==> src/rtl/iter_divider_if.sv <==
// iter_divider_if: request/response channel between the execute stage (master) and iter_divider (slave).
interface iter_divider_if #(
  parameter int WIDTH = 32
);
  logic             req_valid;
  logic             req_ready;
  logic [3:0]       div_op;
  logic [WIDTH-1:0] src1;
  logic [WIDTH-1:0] src2;
  logic             flush;
  logic             resp_valid;
  logic             resp_ready;
  logic [WIDTH-1:0] resp_result;
  logic             busy;
  modport master (
    output req_valid, div_op, src1, src2, flush, resp_ready,
    input  req_ready, resp_valid, resp_result, busy
  );
  modport slave (
    input  req_valid, div_op, src1, src2, flush, resp_ready,
    output req_ready, resp_valid, resp_result, busy
  );
endinterface

==> src/rtl/iter_divider.sv <==
// iter_divider: radix-2 restoring divider (div.w/mod.w/div.wu/mod.wu), one quotient bit per cycle.
// Define DIV_EARLY_OUT_EN to finish zero-divisor and |dividend| < |divisor| cases without iterating.
module iter_divider #(
  parameter int WIDTH = 32
) (
  input logic           clk,
  input logic           rst,
  iter_divider_if.slave bus
);
  localparam int CW = $clog2(WIDTH + 1);
  typedef enum logic [1:0] {IDLE, CALC, DONE} state_t;
  state_t state, state_n;
  logic sgn, is_mod, neg1, neg2;
  logic [WIDTH-1:0] raw1, dvs, rem, quo, res;
  logic [CW-1:0] cnt;
  logic sgn_in, mod_in, acc, last, early, dz, ge;
  logic [WIDTH-1:0] mag1, mag2, rem_n, quo_n, q_fix, r_fix, early_res;
  logic [WIDTH:0] r_sh;
  assign sgn_in = |(bus.div_op & 4'b0011);
  assign mod_in = |(bus.div_op & 4'b1010);
  assign mag1 = (sgn_in && bus.src1[WIDTH-1]) ? -bus.src1 : bus.src1;
  assign mag2 = (sgn_in && bus.src2[WIDTH-1]) ? -bus.src2 : bus.src2;
  assign bus.req_ready = !rst && state == IDLE && !bus.flush;
  assign acc = bus.req_valid && bus.req_ready;
  assign last = cnt == CW'(WIDTH - 1);
`ifdef DIV_EARLY_OUT_EN
  assign early = mag2 == '0 || mag1 < mag2;
`else
  assign early = 1'b0;
`endif
  assign early_res = mod_in ? bus.src1 : {WIDTH{mag2 == '0}};
  // Shift the next dividend bit into the partial remainder; subtract only when it fits.
  assign r_sh = {rem, quo[WIDTH-1]};
  assign ge = r_sh >= {1'b0, dvs};
  assign rem_n = ge ? r_sh[WIDTH-1:0] - dvs : r_sh[WIDTH-1:0];
  assign quo_n = {quo[WIDTH-2:0], ge};
  // Zero divisor is forced so signed ops return all-ones / original dividend regardless of signs.
  assign dz = dvs == '0;
  assign q_fix = dz ? '1 : (sgn && (neg1 != neg2)) ? -quo_n : quo_n;
  assign r_fix = dz ? raw1 : (sgn && neg1) ? -rem_n : rem_n;
  assign bus.resp_valid = state == DONE;
  assign bus.resp_result = res;
  assign bus.busy = state != IDLE;
  always_ff @(posedge clk) state <= rst ? IDLE : state_n;
  always_comb begin
    state_n = state;
    case (state)
      IDLE: state_n = acc ? (early ? DONE : CALC) : IDLE;
      CALC: state_n = bus.flush ? IDLE : last ? DONE : CALC;
      DONE: state_n = (bus.flush || bus.resp_ready) ? IDLE : DONE;
      default: state_n = IDLE;
    endcase
  end
  always_ff @(posedge clk) begin
    if (rst) begin
      sgn <= 1'b0;
      is_mod <= 1'b0;
      neg1 <= 1'b0;
      neg2 <= 1'b0;
      raw1 <= '0;
      dvs <= '0;
      rem <= '0;
      quo <= '0;
      res <= '0;
      cnt <= '0;
    end else if (acc) begin
      sgn <= sgn_in;
      is_mod <= mod_in;
      neg1 <= bus.src1[WIDTH-1];
      neg2 <= bus.src2[WIDTH-1];
      raw1 <= bus.src1;
      dvs <= mag2;
      quo <= mag1;
      rem <= '0;
      cnt <= '0;
      if (early) res <= early_res;
    end else if (state == CALC) begin
      rem <= rem_n;
      quo <= quo_n;
      cnt <= cnt + 1'b1;
      if (last) res <= is_mod ? r_fix : q_fix;
    end
  end
endmodule

==> src/flat_wrapper.sv <==
// flat-port wrapper written by rule: the top's interface ports become plain ports
module iter_divider_flat 
#(
  parameter int WIDTH = 32
)
  (clk, rst, bus_req_valid, bus_div_op, bus_src1, bus_src2, bus_flush, bus_resp_ready, bus_req_ready, bus_resp_valid, bus_resp_result, bus_busy);
  iter_divider_if #(.WIDTH(WIDTH)) bus_i ();
  input logic clk;
  input logic rst;
  input wire logic [$bits(bus_i.req_valid)-1:0] bus_req_valid;
  input wire logic [$bits(bus_i.div_op)-1:0] bus_div_op;
  input wire logic [$bits(bus_i.src1)-1:0] bus_src1;
  input wire logic [$bits(bus_i.src2)-1:0] bus_src2;
  input wire logic [$bits(bus_i.flush)-1:0] bus_flush;
  input wire logic [$bits(bus_i.resp_ready)-1:0] bus_resp_ready;
  output wire logic [$bits(bus_i.req_ready)-1:0] bus_req_ready;
  output wire logic [$bits(bus_i.resp_valid)-1:0] bus_resp_valid;
  output wire logic [$bits(bus_i.resp_result)-1:0] bus_resp_result;
  output wire logic [$bits(bus_i.busy)-1:0] bus_busy;
  assign bus_i.req_valid = bus_req_valid;
  assign bus_i.div_op = bus_div_op;
  assign bus_i.src1 = bus_src1;
  assign bus_i.src2 = bus_src2;
  assign bus_i.flush = bus_flush;
  assign bus_i.resp_ready = bus_resp_ready;
  assign bus_req_ready = bus_i.req_ready;
  assign bus_resp_valid = bus_i.resp_valid;
  assign bus_resp_result = bus_i.resp_result;
  assign bus_busy = bus_i.busy;
  iter_divider #(.WIDTH(WIDTH)) u_core (.clk(clk), .rst(rst), .bus(bus_i));
endmodule
==> config.mk <==
export PLATFORM = sky130hd
export DESIGN_NAME = iter_divider_flat
export DESIGN_NICKNAME = d
export VERILOG_FILES = /design/src/rtl/iter_divider_if.sv /design/src/rtl/iter_divider.sv /design/src/flat_wrapper.sv
export SDC_FILE = /design/constraint.sdc
export NUM_CORES = 1
export LEC_CHECK = 0
export BUFFER_PORTS_ARGS = -buffer_cell sky130_fd_sc_hd__buf_4
export CAP_MARGIN = 15
export CORE_MARGIN = 2
export CORE_UTILIZATION = 40
export DETAILED_ROUTE_END_ITERATION = 10
export PLACE_DENSITY = 0.68
export SYNTH_ARGS = -nofsm -noshare
export SYNTH_HDL_FRONTEND = slang
export SYNTH_SLANG_ARGS = --single-unit
==> constraint.sdc <==
create_clock -name clk -period 6.4 [get_ports clk]
set_input_delay 0.96 -clock clk [delete_from_list [all_inputs] [get_ports clk]]
set_output_delay 0.96 -clock clk [all_outputs]
set_load 0.1 [all_outputs]
==> results of run 1 <==
## registers in the layout, summed over array words and instances (netlist names)
signal                  cells
u_core.sgn                  1
u_core.neg2                 1
u_core.quo                 32
u_core.raw1                32
u_core.dvs                 32
u_core.state                2
u_core.rem                 32
u_core.bus.resp_result     32
u_core.is_mod               1
u_core.cnt                  6
## Yosys cell counts (21+ instances only)
cell type / count / share of area
xnor2_1: 55 / 0.039
nor3_1: 72 / 0.029
a21oi_1: 150 / 0.060
inv_1: 53 / 0.016
o211ai_1: 21 / 0.013
clkbuf_1: 87 / 0.026
nand2_1: 211 / 0.064
ha_1: 37 / 0.037
nor4_1: 24 / 0.012
nand3_1: 39 / 0.016
xor2_1: 51 / 0.036
dfxtp_1: 171 / 0.28
o21ai_0: 74 / 0.030
nor2_1: 218 / 0.066
a211oi_1: 63 / 0.038
or3_1: 30 / 0.015
## cell families after synthesis
family,synth area share
and+or+nand+nor,0.262
AOI/OAI and AO/OA,0.282
DFF,0.275
buffers and inverters,0.0502
xor gates and xnor gates,0.0746
adders and majority gates,0.0388
muxes,0.0171
## metrics by stage
stage | instances | utilization | hold slack, ns
after floorplan | 1718 | - | 0.428
after global placement | 2132 | 0.441 | 0.435
after CTS | 2164 | 0.460 | 0.449
after detailed placement | 2132 | 0.441 | 0.438
final | 2164 | 0.460 | 0.445
after global routing | 2164 | 0.460 | 0.478
## cell type report
class,count,share of cell area
Clock buffer,17,0.0302
Clock inverter,15,0.0122
Inverter,54,0.0144
Multi-Input combinational cell,1385,0.598
Sequential cell,171,0.243
Tap cell,396,0.0352
Timing Repair Buffer,126,0.0672
## metal layers
| layer | vias up | GRT usage | routed length (um) |
|---|---|---|---|
| met5 | - | 0 | 0 |
| met4 | 0 | 0.0839 | 1120 |
| met3 | 75 | 0.0321 | 2680 |
| met2 | 483 | 0.386 | 18400 |
| met1 | 6165 | 0.343 | 18800 |
| li1 | 6380 | - | - |
## worst paths after layout
| path | from | endpoint | slack [ns] | cells past startpoint |
|---|---|---|---|---|
| worst min register to register | u_core.bus.resp_result[18] | u_core.bus.resp_result[18] | 0.45 | 2 |
| worst max register to register | u_core.dvs[26] | u_core.bus.resp_result[30] | 0.84 | 21 |
| worst max-delay path | u_core.dvs[26] | u_core.bus.resp_result[30] | 0.84 | 21 |
| worst min-delay path | u_core.bus.resp_result[18] | u_core.bus.resp_result[18] | 0.45 | 2 |
## worst min-delay path: stages (launching register included)
cell     delay [ns]
dfxtp_1        0.32
nand2_1        0.05
nand2_1        0.04
## power breakdown
group | internal, uW | switching (uW)
combinational | 579 | 1040
clock | 528 | 528
sequential | 1110 | 58.5
total | 2220 | 1630
==> impl_metrics.py, run 1 <==
metrics = {
    "grt": {
        "track_usage": 0.245,
        "grt_pass1_vias": 11900,
        "overflow": 0,
        "grt_pass1_wl_mm": 65.0,
        "antenna_found_initial": 0,
        "grt_max_degree": 84,
    },
    "place": {
        "pre_cts_ws_ns": 1.01,
        "dpl.hpwl_mm": 31.1,
        "placed_area_um2": 13500,
        "place_congestion": 0.929,
        "numPortBuffers": 106,
    },
    "sta": {
        "max_freq_ghz": 0.180,
        "finalMaxSlewViolations": 0,
        "fin_crit_ns": 5.56,
        "tns_ns": 0,
        "final.period_utilization": 0.869,
        "hold_viol_final": 0,
        "rsz0062_at_grt": "no",
        "fin_worst_skew_ns": 0.0184,
        "worst_pin_slew_ns": 1.10,
        "setup_ws_ns": 0.837,
        "max_slew_margin": 0.255,
        "setup_viol": 0,
    },
    "worst_setup_path": {
        "cpMaxStageDelayCell": "a2111oi_0",
        "critPathArrivalTime_ns": 5.92,
        "cp_top_family": "compound AO/OA/AOI/OAI gates",
        "cp_num_buf_inv": 5,
        "path_cells": "inv_1 -> ha_1 -> a21oi_1 -> o21ai_1 -> a2111oi_0 -> o211a_2 -> nand2_1 -> buf_4 -> inv_2 -> ha_1 -> inv_1 -> nor2_1 -> inv_1 -> nor3_1 -> nand2_1 -> nor3_1 -> a21oi_1 -> xnor2_1 -> a221oi_1 -> a21oi_1 -> a211oi_1",
        "cp-start-kind": "flop",
        "critPathKind": "flop to flop",
        "critPathMaxFanout": 8,
        "slowest_delay_ns": 0.76,
        "critical_path_required_ns": 6.76,
        "crit_path_end_kind": "flop",
    },
    "cts": {
        "root_buffer": "clkbuf_16",
        "cts-resized-gates": 0,
        "cts_hold_buf": 0,
        "cts_tree": "built",
        "clk_latency_ns": 0.45,
        "cts.clk_slew.worst_paths_ns": 0.08,
        "htree_levels": 4,
        "cts_buffers": 17,
        "cts_setup_buffers": 0,
        "max-clock-path-buffers": 2,
        "cts_sinks": 171,
    },
    "power": {
        "total_power_uw": 3850,
        "ir_drop_v": 0.000195,
        "cellLeakagePower_uw": 0.00519,
        "powerDensity_nw_per_um2": 273,
    },
    "final_layout": {
        "final_cell_area_um2": 14100,
        "nFillCells": 3129,
        "regArea_um2": 3420,
        "final_common_cell": "nor2_1",
        "area_growth_pct": 13.1,
        "drive_above_1_share": 0.109,
        "layout_common_cells": "nor2_1 (217), nand2_1 (210), dfxtp_1 (171)",
        "antenna_cells": 0,
        "multi_input_area_um2": 8410,
        "fin_nets": 1866,
    },
    "synth": {
        "ys_seq_area_frac": 0.275,
        "async_flop_share": 0,
        "synthCells": 1718,
        "synth_ff_type": "dfxtp_1",
        "avgSynthCellArea_um2": 7.24,
        "ys_seq_elements": 171,
        "synth-edff-count": 0,
        "synth_cell_type_count": 89,
        "ys_warn_count": 0,
        "netlist_area_um2": 12400,
        "synth_nets": 1829,
    },
    "floorplan": {
        "dieArea_um2": 32500,
        "core_um2": 30600,
        "die_w_um": 180,
        "die-height_um": 180,
        "rows": 64,
        "initial_core_util": 0.407,
        "pin_count": 108,
    },
    "worst_hold_path": {
        "hold_path.class": "flop to flop",
    },
    "drt": {
        "drtIter0Drc": 1194,
        "wirelength_mm": 41.1,
        "wl_per_cell_um": 19.0,
        "detail_route.vias_per_cell": 6.05,
        "postRouteAntennaNets": 0,
        "drcViolationCount": 0,
        "drt_pre_antenna_iters": 6,
        "vias": 13100,
    },
    "flow_run": {
        "maxCapViolCount": 0,
    },
    "outcome": {
        "status": "completed",
    },
}
(Power assumes the default switching activity.)
==> run 2: changes to the inputs <==
==> constraint.sdc (replaced) <==
create_clock -name clk -period 6.4 [get_ports clk]
set_input_delay 1.28 -clock clk [delete_from_list [all_inputs] [get_ports clk]]
set_output_delay 1.28 -clock clk [all_outputs]
set_load 0.1 [all_outputs]
==> run 2 against run 1 <==
Count of clock-buffer cells in the layout is 1 higher. Clock power hardly changed. Flip-flop and latch count stayed put. Critical path type unchanged. Critical endpoint unchanged. Largest cell class unchanged.
==> impl_metrics.py, run 2 (synthesis results as in run 1) <==
metrics = {
    "sta": {
        "fin_worst_skew_ns": 0.0119,
        "worst_pin_slew_ns": 0.957,
        "fin_crit_ns": 5.75,
        "final.period_utilization": 0.899,
        "setup_viol": 0,
        "max_slew_margin": 0.346,
        "finalMaxSlewViolations": 0,
        "rsz0062_at_grt": "no",
        "hold_viol_final": 0,
        "tns_ns": 0,
        "max_freq_ghz": 0.174,
    },
    "floorplan": {
        "pin_count": 108,
        "die_w_um": 180,
        "rows": 64,
        "die-height_um": 180,
        "initial_core_util": 0.407,
        "core_um2": 30600,
        "dieArea_um2": 32500,
    },
    "final_layout": {
        "fin_nets": 1865,
        "layout_common_cells": "nor2_1 (217), nand2_1 (210), dfxtp_1 (171)",
        "drive_above_1_share": 0.108,
        "antenna_cells": 0,
        "final_common_cell": "nor2_1",
        "instances_no_fill": 2163,
        "area_growth_pct": 12.9,
    },
    "cts": {
        "max-clock-path-buffers": 2,
        "cts_hold_buf": 0,
        "htree_levels": 4,
        "cts_sinks": 171,
        "cts_setup_buffers": 0,
        "clk_latency_ns": 0.45,
        "cts.clk_slew.worst_paths_ns": 0.08,
        "root_buffer": "clkbuf_16",
        "cts-resized-gates": 0,
        "cts_tree": "built",
        "cts_buffers": 17,
    },
    "grt": {
        "overflow": 0,
        "track_usage": 0.247,
        "antenna_found_initial": 0,
        "grt_pass1_wl_mm": 65.4,
        "grt_pass1_vias": 12000,
        "grt_max_degree": 92,
    },
    "power": {
        "cellLeakagePower_uw": 0.00517,
        "ir_drop_v": 0.000204,
        "powerDensity_nw_per_um2": 272,
    },
    "worst_setup_path": {
        "critPathKind": "flop to flop",
        "path_cells": "inv_1 -> ha_1 -> a21oi_1 -> o21ai_1 -> a2111oi_0 -> o211a_2 -> nand2_1 -> inv_2 -> ha_1 -> inv_1 -> nor2_1 -> inv_1 -> nor3_1 -> nand2_1 -> nor3_1 -> a21oi_1 -> xnor2_1 -> a221oi_1 -> a21oi_1 -> a211oi_1",
        "cpMaxStageDelayCell": "a2111oi_0",
        "critPathMaxFanout": 8,
        "critPathArrivalTime_ns": 6.11,
        "crit_path_end_kind": "flop",
        "slowest_delay_ns": 0.78,
        "cp_num_buf_inv": 4,
        "critical_path_required_ns": 6.76,
        "cp-start-kind": "flop",
        "cp_top_family": "compound AO/OA/AOI/OAI gates",
    },
    "drt": {
        "detail_route.vias_per_cell": 6.06,
        "drt_pre_antenna_iters": 5,
        "vias": 13100,
        "wirelength_mm": 41.3,
        "postRouteAntennaNets": 0,
        "drcViolationCount": 0,
        "drtIter0Drc": 1395,
        "wl_per_cell_um": 19.1,
    },
    "outcome": {
        "status": "completed",
    },
    "worst_hold_path": {
        "hold_path.class": "flop to flop",
    },
    "place": {
        "dp_cells": 2131,
        "dpl.hpwl_mm": 31.0,
        "place_congestion": 0.931,
        "numPortBuffers": 106,
    },
    "flow_run": {
        "maxCapViolCount": 0,
    },
}
-- run 2: cell count changes in the layout (fill, tap and decap cells not counted) --
cell	previous run	this run
clkinv_4	2	4
clkinv_2	2	0
inv_6	2	3
buf_4	126	124
inv_8	4	3
inv_12	1	0
clkbuf_1	0	1
clkinvlp_4	0	1
buf_2	0	1
clkinv_8	4	3
-- run 2: layout make-up --
class / count / area, um^2
fillers: 3135 / 16500
multi-input cells: 1385 / 8410
flip-flops and latches: 171 / 3420
repair buffers: 125 / 936
well taps: 396 / 495
clock buffers: 18 / 429
inverters: 54 / 203
clock inverters: 14 / 151
-- run 2: power by group --
part           switching (uW)  leakage (uW)  internal [uW]
Combinational            1040       0.00350            574
Sequential               58.5       0.00139           1110
Clock                     522      0.000280            521
-- run 2: layer usage --
metal / share of wire / wire length, um / vias up / global-route usage
li1: - / - / 6364 / -
met1: 0.45 / 18700 / 6197 / 0.341
met3: 0.066 / 2730 / 65 / 0.0364
met5: 0 / 0 / - / 0
met4: 0.025 / 1020 / 0 / 0.0794
met2: 0.46 / 18900 / 487 / 0.395
-- run 2: final timing paths --
| path | endpoint | cells after the start | from | slack [ns] |
|---|---|---|---|---|
| min reg2reg | u_core.bus.resp_result[18] | 2 | u_core.bus.resp_result[18] | 0.44 |
| min | u_core.bus.resp_result[18] | 2 | u_core.bus.resp_result[18] | 0.44 |
| max reg2reg | u_core.bus.resp_result[30] | 20 | u_core.dvs[26] | 0.65 |
| max | u_core.bus.resp_result[30] | 20 | u_core.dvs[26] | 0.65 |
-- run 2: metrics by stage --
stage               cell area, um^2  hold WS (ns)  power, uW  worst slack [ns]   util
floorplan                     12400         0.428       2340              1.35      -
global route                  14100         0.475       4040             0.205  0.459
global placement              13500         0.438       2740              1.14  0.440
detailed placement            13500         0.433       2770             0.915  0.440
CTS                           14100         0.445       3800             0.898  0.459
finish                        14100         0.439       3820             0.649  0.459
-- run 2: tightest hold or removal path, cell delays in order, from the launching register on --
cell and delay (ns):
dfxtp_1 0.32, nand2_1 0.05, nand2_1 0.04
==> run 3: changes to the inputs <==
--- a/config.mk
+++ b/config.mk
@@ -5,8 +5,10 @@
 export SDC_FILE = /design/constraint.sdc
 export NUM_CORES = 1
 export LEC_CHECK = 0
+export ABC_AREA = 1
 export BUFFER_PORTS_ARGS = -buffer_cell sky130_fd_sc_hd__buf_4
 export CAP_MARGIN = 15
+export CORE_ASPECT_RATIO = 0.9
 export CORE_MARGIN = 2
 export CORE_UTILIZATION = 40
 export DETAILED_ROUTE_END_ITERATION = 10
==> run 3 against run 2 <==
Setup slack improved by 0.47 ns. Register-to-register slack gained 0.47 ns. Maximum frequency rose by 8.9%. Critical path depth is 6 higher. Sequential power is essentially flat. Largest cell class unchanged. Wire length increased by 12%. Total power rose by 0.70%. Die area rose by 6.1%.
==> impl_metrics.py, run 3 <==
metrics = {
    "final_layout": {
        "drive_above_1_share": 0.0975,
        "nFillCells": 3465,
        "area_growth_pct": 12.7,
        "layout_common_cells": "nand2_1 (516), inv_1 (329), nor2_1 (213)",
        "antenna_cells": 0,
        "final_common_cell": "nand2_1",
        "fin_nets": 2376,
    },
    "power": {
        "powerDensity_nw_per_um2": 258,
        "p_clk_frac": 0.285,
        "pwr-share-seq": 0.301,
        "switching_share": 0.442,
        "ir_drop_v": 0.000243,
        "cellLeakagePower_uw": 0.00722,
        "p_int_uw": 2150,
        "power_frac_comb": 0.414,
        "p_sw_uw": 1700,
        "total_power_uw": 3850,
    },
    "worst_setup_path": {
        "cp_top_family": "simple AND/OR/NAND/NOR gates",
        "critPathArrivalTime_ns": 5.66,
        "critPathMaxFanout": 46,
        "cp_common_cell": "a21oi_1",
        "cp-start-kind": "flop",
        "cp_num_buf_inv": 4,
        "critical_path_required_ns": 6.78,
        "crit_path_end_kind": "flop",
        "cpMaxStageDelayCell": "dfxtp_1",
        "slowest_delay_ns": 0.49,
        "critPathKind": "flop to flop",
    },
    "drt": {
        "wirelength_mm": 46.3,
        "postRouteAntennaNets": 0,
        "drt_pre_antenna_iters": 5,
        "detail_route.vias_per_cell": 5.46,
        "drcViolationCount": 0,
        "vias": 14700,
        "wl_per_cell_um": 17.2,
        "drtIter0Drc": 1381,
    },
    "sta": {
        "worst_pin_slew_ns": 1.04,
        "final.period_utilization": 0.825,
        "fin_worst_skew_ns": 0.0166,
        "max_freq_ghz": 0.189,
        "rsz0062_at_grt": "no",
        "hold_viol_final": 0,
        "finalMaxSlewViolations": 0,
        "setup_viol": 0,
        "max_slew_margin": 0.306,
        "worst_hold_slack_ns": 0.460,
        "tns_ns": 0,
        "setup_ws_ns": 1.12,
        "fin_crit_ns": 5.28,
    },
    "synth": {
        "synthCells": 2218,
        "ys_top_cells_by_count": "nand2_1 (517), inv_1 (332), nor2_1 (216)",
        "async_flop_share": 0,
        "synth_ff_type": "dfxtp_1",
        "ys_warn_count": 0,
        "avgSynthCellArea_um2": 5.96,
        "ys_seq_area_frac": 0.259,
        "netlist_area_um2": 13200,
        "synth_top_family_by_area": "simple AND/OR/NAND/NOR gates",
        "synth_cell_type_count": 58,
        "yosysMostFrequentCell": "nand2_1",
        "synth_simple_gate_area_frac": 0.331,
        "synth_top_area_frac": 0.259,
        "synth_xor_area_frac": 0.0285,
        "synthAdderAreaFrac": 0.0365,
        "synth-edff-count": 0,
        "synthTopCellsByArea": "dfxtp_1 (26%), nand2_1 (15%), inv_1 (9.4%), a21oi_1 (7.7%), o21ai_0 (6.9%)",
        "synth_largest_area_cell": "dfxtp_1",
        "synthMuxAreaShare": 0,
        "ys_seq_elements": 171,
        "synth_compound_area_frac": 0.219,
        "synth_nets": 2329,
    },
    "place": {
        "dpl.hpwl_mm": 35.6,
        "place_congestion": 0.997,
        "pre_cts_ws_ns": 1.35,
        "numPortBuffers": 106,
    },
    "cts": {
        "cts.clk_slew.worst_paths_ns": 0.07,
        "cts_buffers": 17,
        "htree_levels": 4,
        "max-clock-path-buffers": 2,
        "cts_tree": "built",
        "cts-resized-gates": 0,
        "cts_hold_buf": 0,
        "cts_setup_buffers": 0,
        "root_buffer": "clkbuf_16",
        "cts_sinks": 171,
        "clk_latency_ns": 0.46,
    },
    "floorplan": {
        "core_um2": 32700,
        "initial_core_util": 0.404,
        "rows": 63,
        "dieArea_um2": 34500,
        "die-height_um": 176,
        "pin_count": 108,
        "die_w_um": 196,
    },
    "grt": {
        "grt_pass1_vias": 13300,
        "antenna_found_initial": 0,
        "track_usage": 0.268,
        "grt_pass1_wl_mm": 72.3,
        "overflow": 0,
        "grt_max_degree": 94,
    },
    "flow_run": {
        "maxCapViolCount": 0,
    },
    "outcome": {
        "status": "completed",
    },
    "worst_hold_path": {
        "hold_path.class": "flop to flop",
    },
}
[run 3: cell count changes after synthesis, moves of 23 or more]
cell      previous run  this run
a21oi_1            150       204
or3_1               30         3
nand2_1            211       517
inv_1               53       332
nand3_1             39       128
a211oi_1            63        20
nor3_1              72        49
o21ai_0             74       182
xnor2_1             55        10
[run 3: metrics by stage]
stage | utilization | area [um^2] | cells
detailed placement | 0.436 | 14300 | 2668
global route | 0.455 | 14900 | 2700
floorplan | - | 13200 | 2218
global placement | 0.436 | 14300 | 2668
CTS | 0.455 | 14900 | 2700
finish | 0.455 | 14900 | 2700
[run 3: layout make-up]
cell class	count	area [um^2]	share of cell area
Multi-Input combinational cell	1615	8150	0.547
Tap cell	422	528	0.0354
Timing Repair Buffer	119	893	0.0600
Clock buffer	17	425	0.0286
Inverter	341	1280	0.0859
Clock inverter	15	195	0.0131
Sequential cell	171	3420	0.230
[run 3: kinds of logic after synthesis]
family / after synthesis
AND/OR/NAND/NOR: 1016
adder cells (fa/ha/maj): 38
AO/OA/AOI/OAI: 518
flip-flops: 171
XOR/XNOR: 43
buffers and inverters: 432
[run 3: worst min-delay path: stages, from the launching register on]
cell     delay (ns)
dfxtp_1        0.30
inv_1          0.06
a21oi_1        0.06
[run 3: worst paths after layout]
kind	from	end	slack [ns]	depth (start not counted)
hold / removal	u_core.raw1[15]	u_core.raw1[15]	0.46	2
setup reg to reg	u_core.dvs[17]	u_core.bus.resp_result[30]	1.12	26
hold reg to reg	u_core.raw1[15]	u_core.raw1[15]	0.46	2
setup / recovery	u_core.dvs[17]	u_core.bus.resp_result[30]	1.12	26
[run 3: power by group through the flow]
stage / registers [uW] / logic [uW] / clock network (uW)
4_1_cts: 1160 / 1570 / 1110
5_1_grt: 1160 / 1790 / 1160
3_3_place_gp: 1180 / 1560 / 0
3_5_place_dp: 1180 / 1570 / 0
6_report: 1160 / 1590 / 1100
2_1_floorplan: 1160 / 1160 / 0
[run 3: per-layer routing]
metal | up-vias | GRT usage | share of wire
met3 | 61 | 0.0453 | 0.081
li1 | 7358 | - | -
met1 | 6769 | 0.391 | 0.48
met4 | 0 | 0.0891 | 0.027
met5 | - | 0 | 0
met2 | 554 | 0.397 | 0.42
